--- src/rtl/nibble_serial_adder_ctrl_pkg.sv ---
// Shared definitions for the nibble-serial add/subtract sequencer.
package nibble_serial_adder_ctrl_pkg;

    localparam int NIBBLE_W = 4;

    typedef enum logic [1:0] {
        ST_IDLE = 2'd0,
        ST_RUN  = 2'd1,
        ST_DONE = 2'd2
    } state_e;

    // Index counter width; a single-nibble operand still needs one bit.
    function automatic int idx_width(input int words);
        return (words <= 1) ? 1 : $clog2(words);
    endfunction

endpackage

--- src/rtl/nibble_serial_adder_ctrl_if.sv ---
// Request/result handshake bundle between a requester and the nibble-serial adder.
interface nibble_serial_adder_ctrl_if
    import nibble_serial_adder_ctrl_pkg::*;
#(
    parameter int WORDS = 4
);
    localparam int W = NIBBLE_W * WORDS;

    logic         in_valid;
    logic         in_ready;
    logic [W-1:0] a;
    logic [W-1:0] b;
    logic         cin;
    logic         sub;
    logic         out_valid;
    logic         out_ready;
    logic [W-1:0] sum;
    logic         cout;
    logic         ovf;

    modport master (
        output in_valid, a, b, cin, sub, out_ready,
        input  in_ready, out_valid, sum, cout, ovf
    );

    modport slave (
        input  in_valid, a, b, cin, sub, out_ready,
        output in_ready, out_valid, sum, cout, ovf
    );

endinterface

--- src/rtl/nibble_serial_adder_ctrl_adder.sv ---
// Shared 4-bit ripple-carry adder datapath.
module fourBitAdder_FourByOne (
    input  logic [3:0] a,
    input  logic [3:0] b,
    input  logic       cin,
    output logic [3:0] s,
    output logic       cout
);
    logic carry;

    always_comb begin
        carry = cin;
        s     = '0;
        for (int i = 0; i < 4; i++) begin
            s[i]  = a[i] ^ b[i] ^ carry;
            carry = (a[i] & b[i]) | (carry & (a[i] ^ b[i]));
        end
        cout = carry;
    end

endmodule

--- src/rtl/nibble_serial_adder_ctrl.sv ---
// Sequences one shared 4-bit adder over WORDS nibbles, LSB first, with carry kept
// between nibbles; reports carry-out and signed overflow of the full-width result.
module nibble_serial_adder_ctrl
    import nibble_serial_adder_ctrl_pkg::*;
#(
    parameter int WORDS = 4
) (
    input  logic                         clk,
    input  logic                         rst,
    nibble_serial_adder_ctrl_if.slave    bus
);
    localparam int W  = NIBBLE_W * WORDS;
    localparam int IW = idx_width(WORDS);

    localparam logic [1:0] IDLE = 2'(ST_IDLE);
    localparam logic [1:0] RUN  = 2'(ST_RUN);
    localparam logic [1:0] DONE = 2'(ST_DONE);

    localparam logic [IW-1:0] LAST_IDX = IW'(WORDS - 1);

    logic [1:0]          state;
    logic [IW-1:0]       idx_q;
    logic                carry_q;
    logic [W-1:0]        a_q;
    logic [W-1:0]        b_q;
    logic [W-1:0]        sum_q;
    logic                cout_q;
    logic                ovf_q;

    logic [NIBBLE_W-1:0] a_nib;
    logic [NIBBLE_W-1:0] b_nib;
    logic [NIBBLE_W-1:0] s_nib;
    logic                c_nib;
    logic                last;

    assign a_nib = a_q[NIBBLE_W*int'(idx_q) +: NIBBLE_W];
    assign b_nib = b_q[NIBBLE_W*int'(idx_q) +: NIBBLE_W];
    assign last  = (idx_q == LAST_IDX);

    fourBitAdder_FourByOne u_adder (
        .a    (a_nib),
        .b    (b_nib),
        .cin  (carry_q),
        .s    (s_nib),
        .cout (c_nib)
    );

    // Operands are pure data: captured at acceptance, never reset.
    always_ff @(posedge clk) begin
        if (state == IDLE && bus.in_valid) begin
            a_q <= bus.a;
            b_q <= bus.sub ? ~bus.b : bus.b;
        end
    end

    always_ff @(posedge clk) begin
        if (rst) begin
            state   <= IDLE;
            idx_q   <= '0;
            carry_q <= 1'b0;
            sum_q   <= '0;
            cout_q  <= 1'b0;
            ovf_q   <= 1'b0;
        end else begin
            case (state)
                IDLE: begin
                    if (bus.in_valid) begin
                        carry_q <= bus.sub ? 1'b1 : bus.cin;
                        idx_q   <= '0;
                        state   <= RUN;
                    end
                end
                RUN: begin
                    sum_q[NIBBLE_W*int'(idx_q) +: NIBBLE_W] <= s_nib;
                    carry_q <= c_nib;
                    idx_q   <= idx_q + 1'b1;
                    if (last) begin
                        cout_q <= c_nib;
                        // Signed overflow: like-signed operands producing a different sign.
                        ovf_q  <= (a_nib[NIBBLE_W-1] == b_nib[NIBBLE_W-1]) &&
                                  (s_nib[NIBBLE_W-1] != a_nib[NIBBLE_W-1]);
                        state  <= DONE;
                    end
                end
                DONE: begin
                    if (bus.out_ready) begin
                        state <= IDLE;
                    end
                end
                default: state <= IDLE;
            endcase
        end
    end

    assign bus.in_ready  = (state == IDLE);
    assign bus.out_valid = (state == DONE);
    assign bus.sum       = sum_q;
    assign bus.cout      = cout_q;
    assign bus.ovf       = ovf_q;

endmodule

--- src/flat_wrapper.sv ---
// flat-port wrapper written by rule: the top's interface ports become plain ports
module nibble_serial_adder_ctrl_flat import nibble_serial_adder_ctrl_pkg::*;
#(
    parameter int WORDS = 4
)
  (clk, rst, bus_in_valid, bus_a, bus_b, bus_cin, bus_sub, bus_out_ready, bus_in_ready, bus_out_valid, bus_sum, bus_cout, bus_ovf);
  nibble_serial_adder_ctrl_if #(.WORDS(WORDS)) bus_i ();
  input  logic clk;
  input  logic rst;
  input wire logic [$bits(bus_i.in_valid)-1:0] bus_in_valid;
  input wire logic [$bits(bus_i.a)-1:0] bus_a;
  input wire logic [$bits(bus_i.b)-1:0] bus_b;
  input wire logic [$bits(bus_i.cin)-1:0] bus_cin;
  input wire logic [$bits(bus_i.sub)-1:0] bus_sub;
  input wire logic [$bits(bus_i.out_ready)-1:0] bus_out_ready;
  output wire logic [$bits(bus_i.in_ready)-1:0] bus_in_ready;
  output wire logic [$bits(bus_i.out_valid)-1:0] bus_out_valid;
  output wire logic [$bits(bus_i.sum)-1:0] bus_sum;
  output wire logic [$bits(bus_i.cout)-1:0] bus_cout;
  output wire logic [$bits(bus_i.ovf)-1:0] bus_ovf;
  assign bus_i.in_valid = bus_in_valid;
  assign bus_i.a = bus_a;
  assign bus_i.b = bus_b;
  assign bus_i.cin = bus_cin;
  assign bus_i.sub = bus_sub;
  assign bus_i.out_ready = bus_out_ready;
  assign bus_in_ready = bus_i.in_ready;
  assign bus_out_valid = bus_i.out_valid;
  assign bus_sum = bus_i.sum;
  assign bus_cout = bus_i.cout;
  assign bus_ovf = bus_i.ovf;
  nibble_serial_adder_ctrl #(.WORDS(WORDS)) u_core (.clk(clk), .rst(rst), .bus(bus_i));
endmodule
--- config.mk ---
export PLATFORM = sky130hd
export DESIGN_NAME = nibble_serial_adder_ctrl_flat
export DESIGN_NICKNAME = d
export VERILOG_FILES = /design/src/rtl/nibble_serial_adder_ctrl_pkg.sv /design/src/rtl/nibble_serial_adder_ctrl_if.sv /design/src/rtl/nibble_serial_adder_ctrl_adder.sv /design/src/rtl/nibble_serial_adder_ctrl.sv /design/src/flat_wrapper.sv
export SDC_FILE = /design/constraint.sdc
export NUM_CORES = 1
export LEC_CHECK = 0
export ABC_CLOCK_PERIOD_IN_PS = 5000
export BUFFER_PORTS_ARGS = -buffer_cell sky130_fd_sc_hd__buf_2
export CAP_MARGIN = 10
export CELL_PAD_IN_SITES_DETAIL_PLACEMENT = 1
export CELL_PAD_IN_SITES_GLOBAL_PLACEMENT = 1
export CORE_MARGIN = 2
export CORE_UTILIZATION = 25
export CTS_BUF_LIST = sky130_fd_sc_hd__clkbuf_4 sky130_fd_sc_hd__clkbuf_8
export CTS_CLUSTER_SIZE = 14
export DETAILED_ROUTE_END_ITERATION = 12
export PLACE_DENSITY = 0.51
export RECOVER_POWER = 25
export SLEW_MARGIN = 20
export SYNTH_ARGS = -nofsm -noshare
export SYNTH_HDL_FRONTEND = slang
export SYNTH_SLANG_ARGS = --single-unit
--- constraint.sdc ---
create_clock -name clk -period 5 [get_ports clk]
set_input_delay 1.5 -clock clk [delete_from_list [all_inputs] [get_ports clk]]
set_output_delay 1.5 -clock clk [all_outputs]
set_load 0.05 [all_outputs]
Word-level counts from Yosys, hierarchy flattened. Cells that the tools add are included.

Flip-flop bits (word level): 55. Bits in latches: 0. RAM bits: 0. ROM bits: 0. Bits of input ports: 38. Memories kept: 0.

Add/subtract/negate cells: 2. Multipliers: 0. Div/mod/pow operators: 0. Order comparisons: 0. Equality and inequality tests: 8. Shift-type cells: 4. Mux-type cells: 11. Bitwise logic cells: 21. Reduce and logical (&&, ||, !) cells: 7.

Operator list (count): negation 4 -> 33 bit (1); variable shift 4 x 33 -> 16 bit, first input constant (1); variable part select 4 x 33 -> 16 bit (1); variable part select 16 x 5 -> 4 bit (2); bitwise mux 16 bit (1); two-way mux 16 bit (1); inverter 16 bit (1); bitwise AND 1 bit (8); two-way mux 2 bit (4); XOR 1 bit (8); one-hot mux 2 bit (3 select lines) (1); equality test 2 bit, second input constant (2); inequality test 2 bit, second input constant (2); bitwise OR 1 bit (4); one-hot mux 2 bit (2 select lines) (1); AND reduction 2 bit (2); AND reduction 3 bit (1); adder 2 x 1 -> 2 bit, second input constant (1); equality test 2 x 1 -> 1 bit, second input constant (1); logical AND 1 bit (2); logical NOT 2 bit (1); two-way mux 1 bit (2); inequality test 2 x 1 -> 1 bit, second input constant (1); one-hot mux 1 bit (2 select lines) (1); other kinds (3) (3).

Logic depth before layout (Yosys ltp).
Depth after elaboration: 11. Gate-level depth with buffers: 10. Depth with buffers taken out: 9.

Modules after synthesis. Synthesis repeated with hierarchy kept, for this count alone.

Cell total of the unflattened synthesis: 184. Area, all modules: 2422.3 sq um.

By module, submodules not included: nibble_serial_adder_ctrl (times used 1, cells an instance 170, area each 2304.7 sq um); fourBitAdder_FourByOne (times used 1, cells an instance 14, area each 117.6 sq um).

Worst setup path after synthesis. Ideal clock, no wire load.

Kind: register to register. Start: reg u_core.idx_q[0]. End: reg u_core.ovf_q (netlist: u_core.bus.ovf). Setup time: 71 ps. Arrival: 3413 ps. Setup slack: 1516 ps. Stages on the path, launching flop included: 10. Path buffers: 1. Clock period less this slack: 3484 ps. Cell sequence: dfxtp_1 > buf_4 > mux4_2 > fa_1 > fa_1 > fa_1 > fa_1 > xnor2_1 > or3_1 > a21oi_1.

Cells in the longest elaborated chain, start to end: 11. Elaborated cells on any way between the ends: 21.

RTL lines: start: declaration (line nibble_serial_adder_ctrl.sv:22) `logic [IW-1:0] idx_q;`; start signal: assignment (line nibble_serial_adder_ctrl.sv:76) `idx_q <= idx_q + 1'b1;`; variable part select 16 x 5 -> 4 bit (on tied branches) (line nibble_serial_adder_ctrl.sv:36, nibble_serial_adder_ctrl.sv:37); XOR 1 bit (line nibble_serial_adder_ctrl_adder.sv:16) `carry = (a[i] & b[i]) | (carry & (a[i] ^ b[i]));`; bitwise AND 1 bit (line nibble_serial_adder_ctrl_adder.sv:16); bitwise OR 1 bit (line nibble_serial_adder_ctrl_adder.sv:16); bitwise AND 1 bit (line nibble_serial_adder_ctrl_adder.sv:16); bitwise OR 1 bit (line nibble_serial_adder_ctrl_adder.sv:16); bitwise AND 1 bit (line nibble_serial_adder_ctrl_adder.sv:16); bitwise OR 1 bit (line nibble_serial_adder_ctrl_adder.sv:16); XOR 1 bit (line nibble_serial_adder_ctrl_adder.sv:15) `s[i] = a[i] ^ b[i] ^ carry;`; inequality test 1 bit (line nibble_serial_adder_ctrl.sv:81) `(s_nib[NIBBLE_W-1] != a_nib[NIBBLE_W-1]);`; logical AND 1 bit (line nibble_serial_adder_ctrl.sv:80) `ovf_q <= (a_nib[NIBBLE_W-1] == b_nib[NIBBLE_W-1]) &&`; end signal: assignment (line nibble_serial_adder_ctrl.sv:80); end: declaration (line nibble_serial_adder_ctrl.sv:28) `logic ovf_q;`.

Several ways; a longest one is shown, not always the timed one. A chain may end at the register's enable or synchronous reset.

Final worst setup path. Same ends and word-level chain as after synthesis.

==> impl_metrics.py <==
metrics = {
    "clock_network": {
        "numCtsBuffers": 5,
        "cts_sinks": 55,
        "htree_levels": 2,
        "clk_pin_slew_ns": 0.10,
        "clockRootBuffer": "clkbuf_8",
        "cts_tree": "done",
        "clock_path_buffers": 2,
        "cts_setup_buffers": 0,
        "clk_latency_ns": 0.30,
        "cts_resized": 0,
        "hold_buffers": 0,
    },
    "detailed_routing": {
        "postRouteAntennaNets": 0,
        "firstDrtPassIters": 4,
        "wire_per_inst_um": 14.24,
        "drtIter0Drc": 30,
        "num_vias": 1518,
        "drc": 0,
        "via_per_inst": 4.426,
        "wirelength_um": 4886,
    },
    "synthesis": {
        "syn_area_um2": 2369,
        "synth_top_family_by_area": "simple AND/OR/NAND/NOR gates",
        "synth_fa_ha_area_share_pct": 7.079,
        "postSynthCellCount": 174,
        "synth_nets": 223,
        "yosys_register_bits": 55,
        "ys_types": 30,
        "synthMuxAreaShare_pct": 7.607,
        "synth_area_per_cell_um2": 13.61,
        "synth_compound_area_share_pct": 7.184,
        "yosys.area_share.simple_pct": 9.614,
        "yosysWarnings": 0,
        "synth_xor_xnor_area_share_pct": 6.286,
        "synth_seq_area_share_pct": 60.01,
    },
    "setup_path": {
        "cpMaxStageDelayCell": "fa_1",
        "crit_family": "adder cells",
        "crit_type": "reg -> reg",
        "critPathLaunchType": "flip-flop",
        "worstPathArrival_ns": 3.94,
        "critical_path.max_stage_delay_ns": 0.65,
        "worst_ep_required_time_ns": 5.23,
        "cp_common_cell": "fa_1",
        "worstPathCellList": "mux4_2 -> fa_1 -> fa_1 -> fa_1 -> fa_1 -> xnor2_1 -> or3_1 -> a21oi_1",
        "cp_num_buf_inv": 0,
        "crit_path_end_kind": "flip-flop",
        "crit_fanout": 8,
    },
    "grt": {
        "grt_max_degree": 33,
        "grt_usage_pct": 10.18,
        "grt_pass1_wl_um": 8017,
        "grt_pass1_vias": 1611,
        "antenna_found_initial": 0,
        "overflow": 0,
    },
    "floorplanning": {
        "die_w_um": 101.3,
        "die_h_um": 101.3,
        "coreArea_um2": 9196,
        "rows": 35,
        "ios": 58,
        "die-area_um2": 10270,
        "initial_utilization_pct": 25.76,
    },
    "finish": {
        "fin_area_um2": 2854,
        "drive_gt1_share_pct": 32.76,
        "ff_latch_area_um2": 1421,
        "fin_util_pct": 31.03,
        "final_cells": 343,
        "multi_input_area_um2": 894.6,
        "nets": 280,
        "n_fill_cell": 1038,
        "areaGrowthSynthToFinish_pct": 20.50,
        "antenna_cells": 0,
    },
    "timing": {
        "worstMarginPinSlew_ns": 1.052,
        "slew_headroom_pct": 29.84,
        "hold_viol_final": 0,
        "fin_setup_tns_ns": 0,
        "setup_violations": 0,
        "post-route-period-util_pct": 74.14,
        "worst_clock_skew_ns": 0.008205,
        "finalWorstSetupSlack_ns": 1.293,
        "rsz0062_at_grt": "false",
        "period_minus_slack_ns": 3.707,
        "slew_viol_final": 0,
        "max_freq_ghz": 0.2698,
    },
    "place": {
        "placedCellCount": 335,
        "portBuffers": 57,
        "hpwl_um": 3874,
        "place_ws_ns": 1.261,
        "place.gp.congestion": 0.7024,
        "place_area_um2": 2763,
    },
    "flow_run": {
        "cap_violations": 0,
    },
    "hold_path": {
        "hold_class": "reg -> reg",
    },
    "power": {
        "p_leak_nw": 1.097,
        "ir_drop_mv": 0.1571,
        "powerDensity_nw_per_um2": 322.2,
    },
    "outcome": {
        "status": "finished clean",
    },
}
cells by family (layout without fill, tap and decap cells):
group / count (synthesis) / count (layout)
AO/OA/AOI/OAI: 25 / 25
XOR/XNOR: 17 / 17
flip-flops: 55 / 55
multiplexers: 8 / 8
AND/OR/NAND/NOR: 47 / 47
adder cells (fa/ha/maj): 11 / 11
buffers and inverters: 11 / 69
final timing paths:
| path | from | end | slack [ns] | depth (start not counted) |
|---|---|---|---|---|
| max | u_core.idx_q[0] | u_core.bus.ovf | 1.29 | 8 |
| min | u_core.bus.cout | u_core.bus.cout | 0.47 | 2 |
| max reg2reg | u_core.idx_q[0] | u_core.bus.ovf | 1.29 | 8 |
| min reg2reg | u_core.bus.cout | u_core.bus.cout | 0.47 | 2 |
report_power, final:
part	leakage [nW]	switching, mW	internal, mW
Sequential	0.491	0.0135	0.506
Clock	0.0492	0.145	0.107
Combinational	0.557	0.0869	0.0611
Total	1.10	0.245	0.675
metal layers:
layer,wire length [um],vias to the layer above,global-route usage (%)
li1,-,738,-
met1,2165,731,13.10
met2,2400,44,17.12
met3,281,5,2.692
met4,39,0,2.495
met5,0,-,0
cell type report:
| type | instances | area share (%) |
|---|---|---|
| Clock buffer | 6 | 2.674 |
| Clock inverter | 2 | 0.6138 |
| Inverter | 2 | 0.2630 |
| Multi-Input combinational cell | 108 | 31.35 |
| Sequential cell | 55 | 49.80 |
| Tap cell | 111 | 4.866 |
| Timing Repair Buffer | 59 | 10.43 |
worst min-delay path, cell delays in order (launching register included):
cell     delay, ns
dfxtp_1       0.32
nand2_1       0.05
a21oi_1       0.05
per-stage QoR:
step | total power [mW] | hold WS [ns]
2_1_floorplan | 0.6267 | 0.4619
3_3_place_gp | 0.6843 | 0.4472
3_5_place_dp | 0.6854 | 0.4600
4_1_cts | 0.9411 | 0.4746
5_1_grt | 0.9704 | 0.5030
6_report | 0.9197 | 0.4680
synthesized netlist by cell type:
cell / n / area share, %
nor4_1: 1 / 0.26
xnor2_1: 1 / 0.37
buf_4: 2 / 0.63
inv_2: 1 / 0.16
fa_1: 4 / 3.4
edfxtp_1: 32 / 41
mux4_2: 8 / 7.6
o21ai_0: 1 / 0.21
nand4b_1: 1 / 0.37
o21ai_1: 1 / 0.21
a211oi_1: 1 / 0.32
nor2b_1: 2 / 0.53
dfxtp_1: 23 / 19
o21bai_1: 1 / 0.32
nand3_1: 2 / 0.42
a22oi_1: 16 / 5.1
nor3_1: 2 / 0.42
ha_1: 7 / 3.7
or3_1: 1 / 0.26
nor2_1: 21 / 3.3
buf_2: 3 / 0.63
nand2_1: 10 / 1.6
nor4_2: 2 / 1.1
xor2_1: 16 / 5.9
nand3b_1: 1 / 0.32
a21oi_1: 5 / 1.1
inv_1: 1 / 0.16
and2_1: 1 / 0.26
clkbuf_1: 4 / 0.63
nand2b_1: 3 / 0.79
placed cells by master (no fill, tap or decap):
cell type,n
dfxtp_1,23
nor3_1,2
clkbuf_1,2
nand2b_1,3
inv_6,1
nand2_1,10
a21oi_1,5
nand3_1,2
clkinv_4,1
ha_1,7
edfxtp_1,32
a22oi_1,16
buf_2,55
buf_4,2
nor2b_1,2
nor2_1,21
clkbuf_8,5
clkbuf_4,1
nand3b_1,1
o21ai_0,1
nand4b_1,1
mux4_2,8
xnor2_1,1
o21bai_1,1
inv_1,1
nor4_1,1
or3_1,1
xor2_1,16
and2_1,1
inv_2,1
o21ai_1,1
nor4_2,2
a211oi_1,1
fa_1,4
sequential cells by signal, summed over array words and instances (netlist names):
name / count
u_core.a_q: 16
u_core.b_q: 16
u_core.bus.cout: 1
u_core.bus.ovf: 1
u_core.bus.sum: 16
u_core.carry_q: 1
u_core.idx_q: 2
u_core.state: 2
Power figures use the tool's default switching activity.
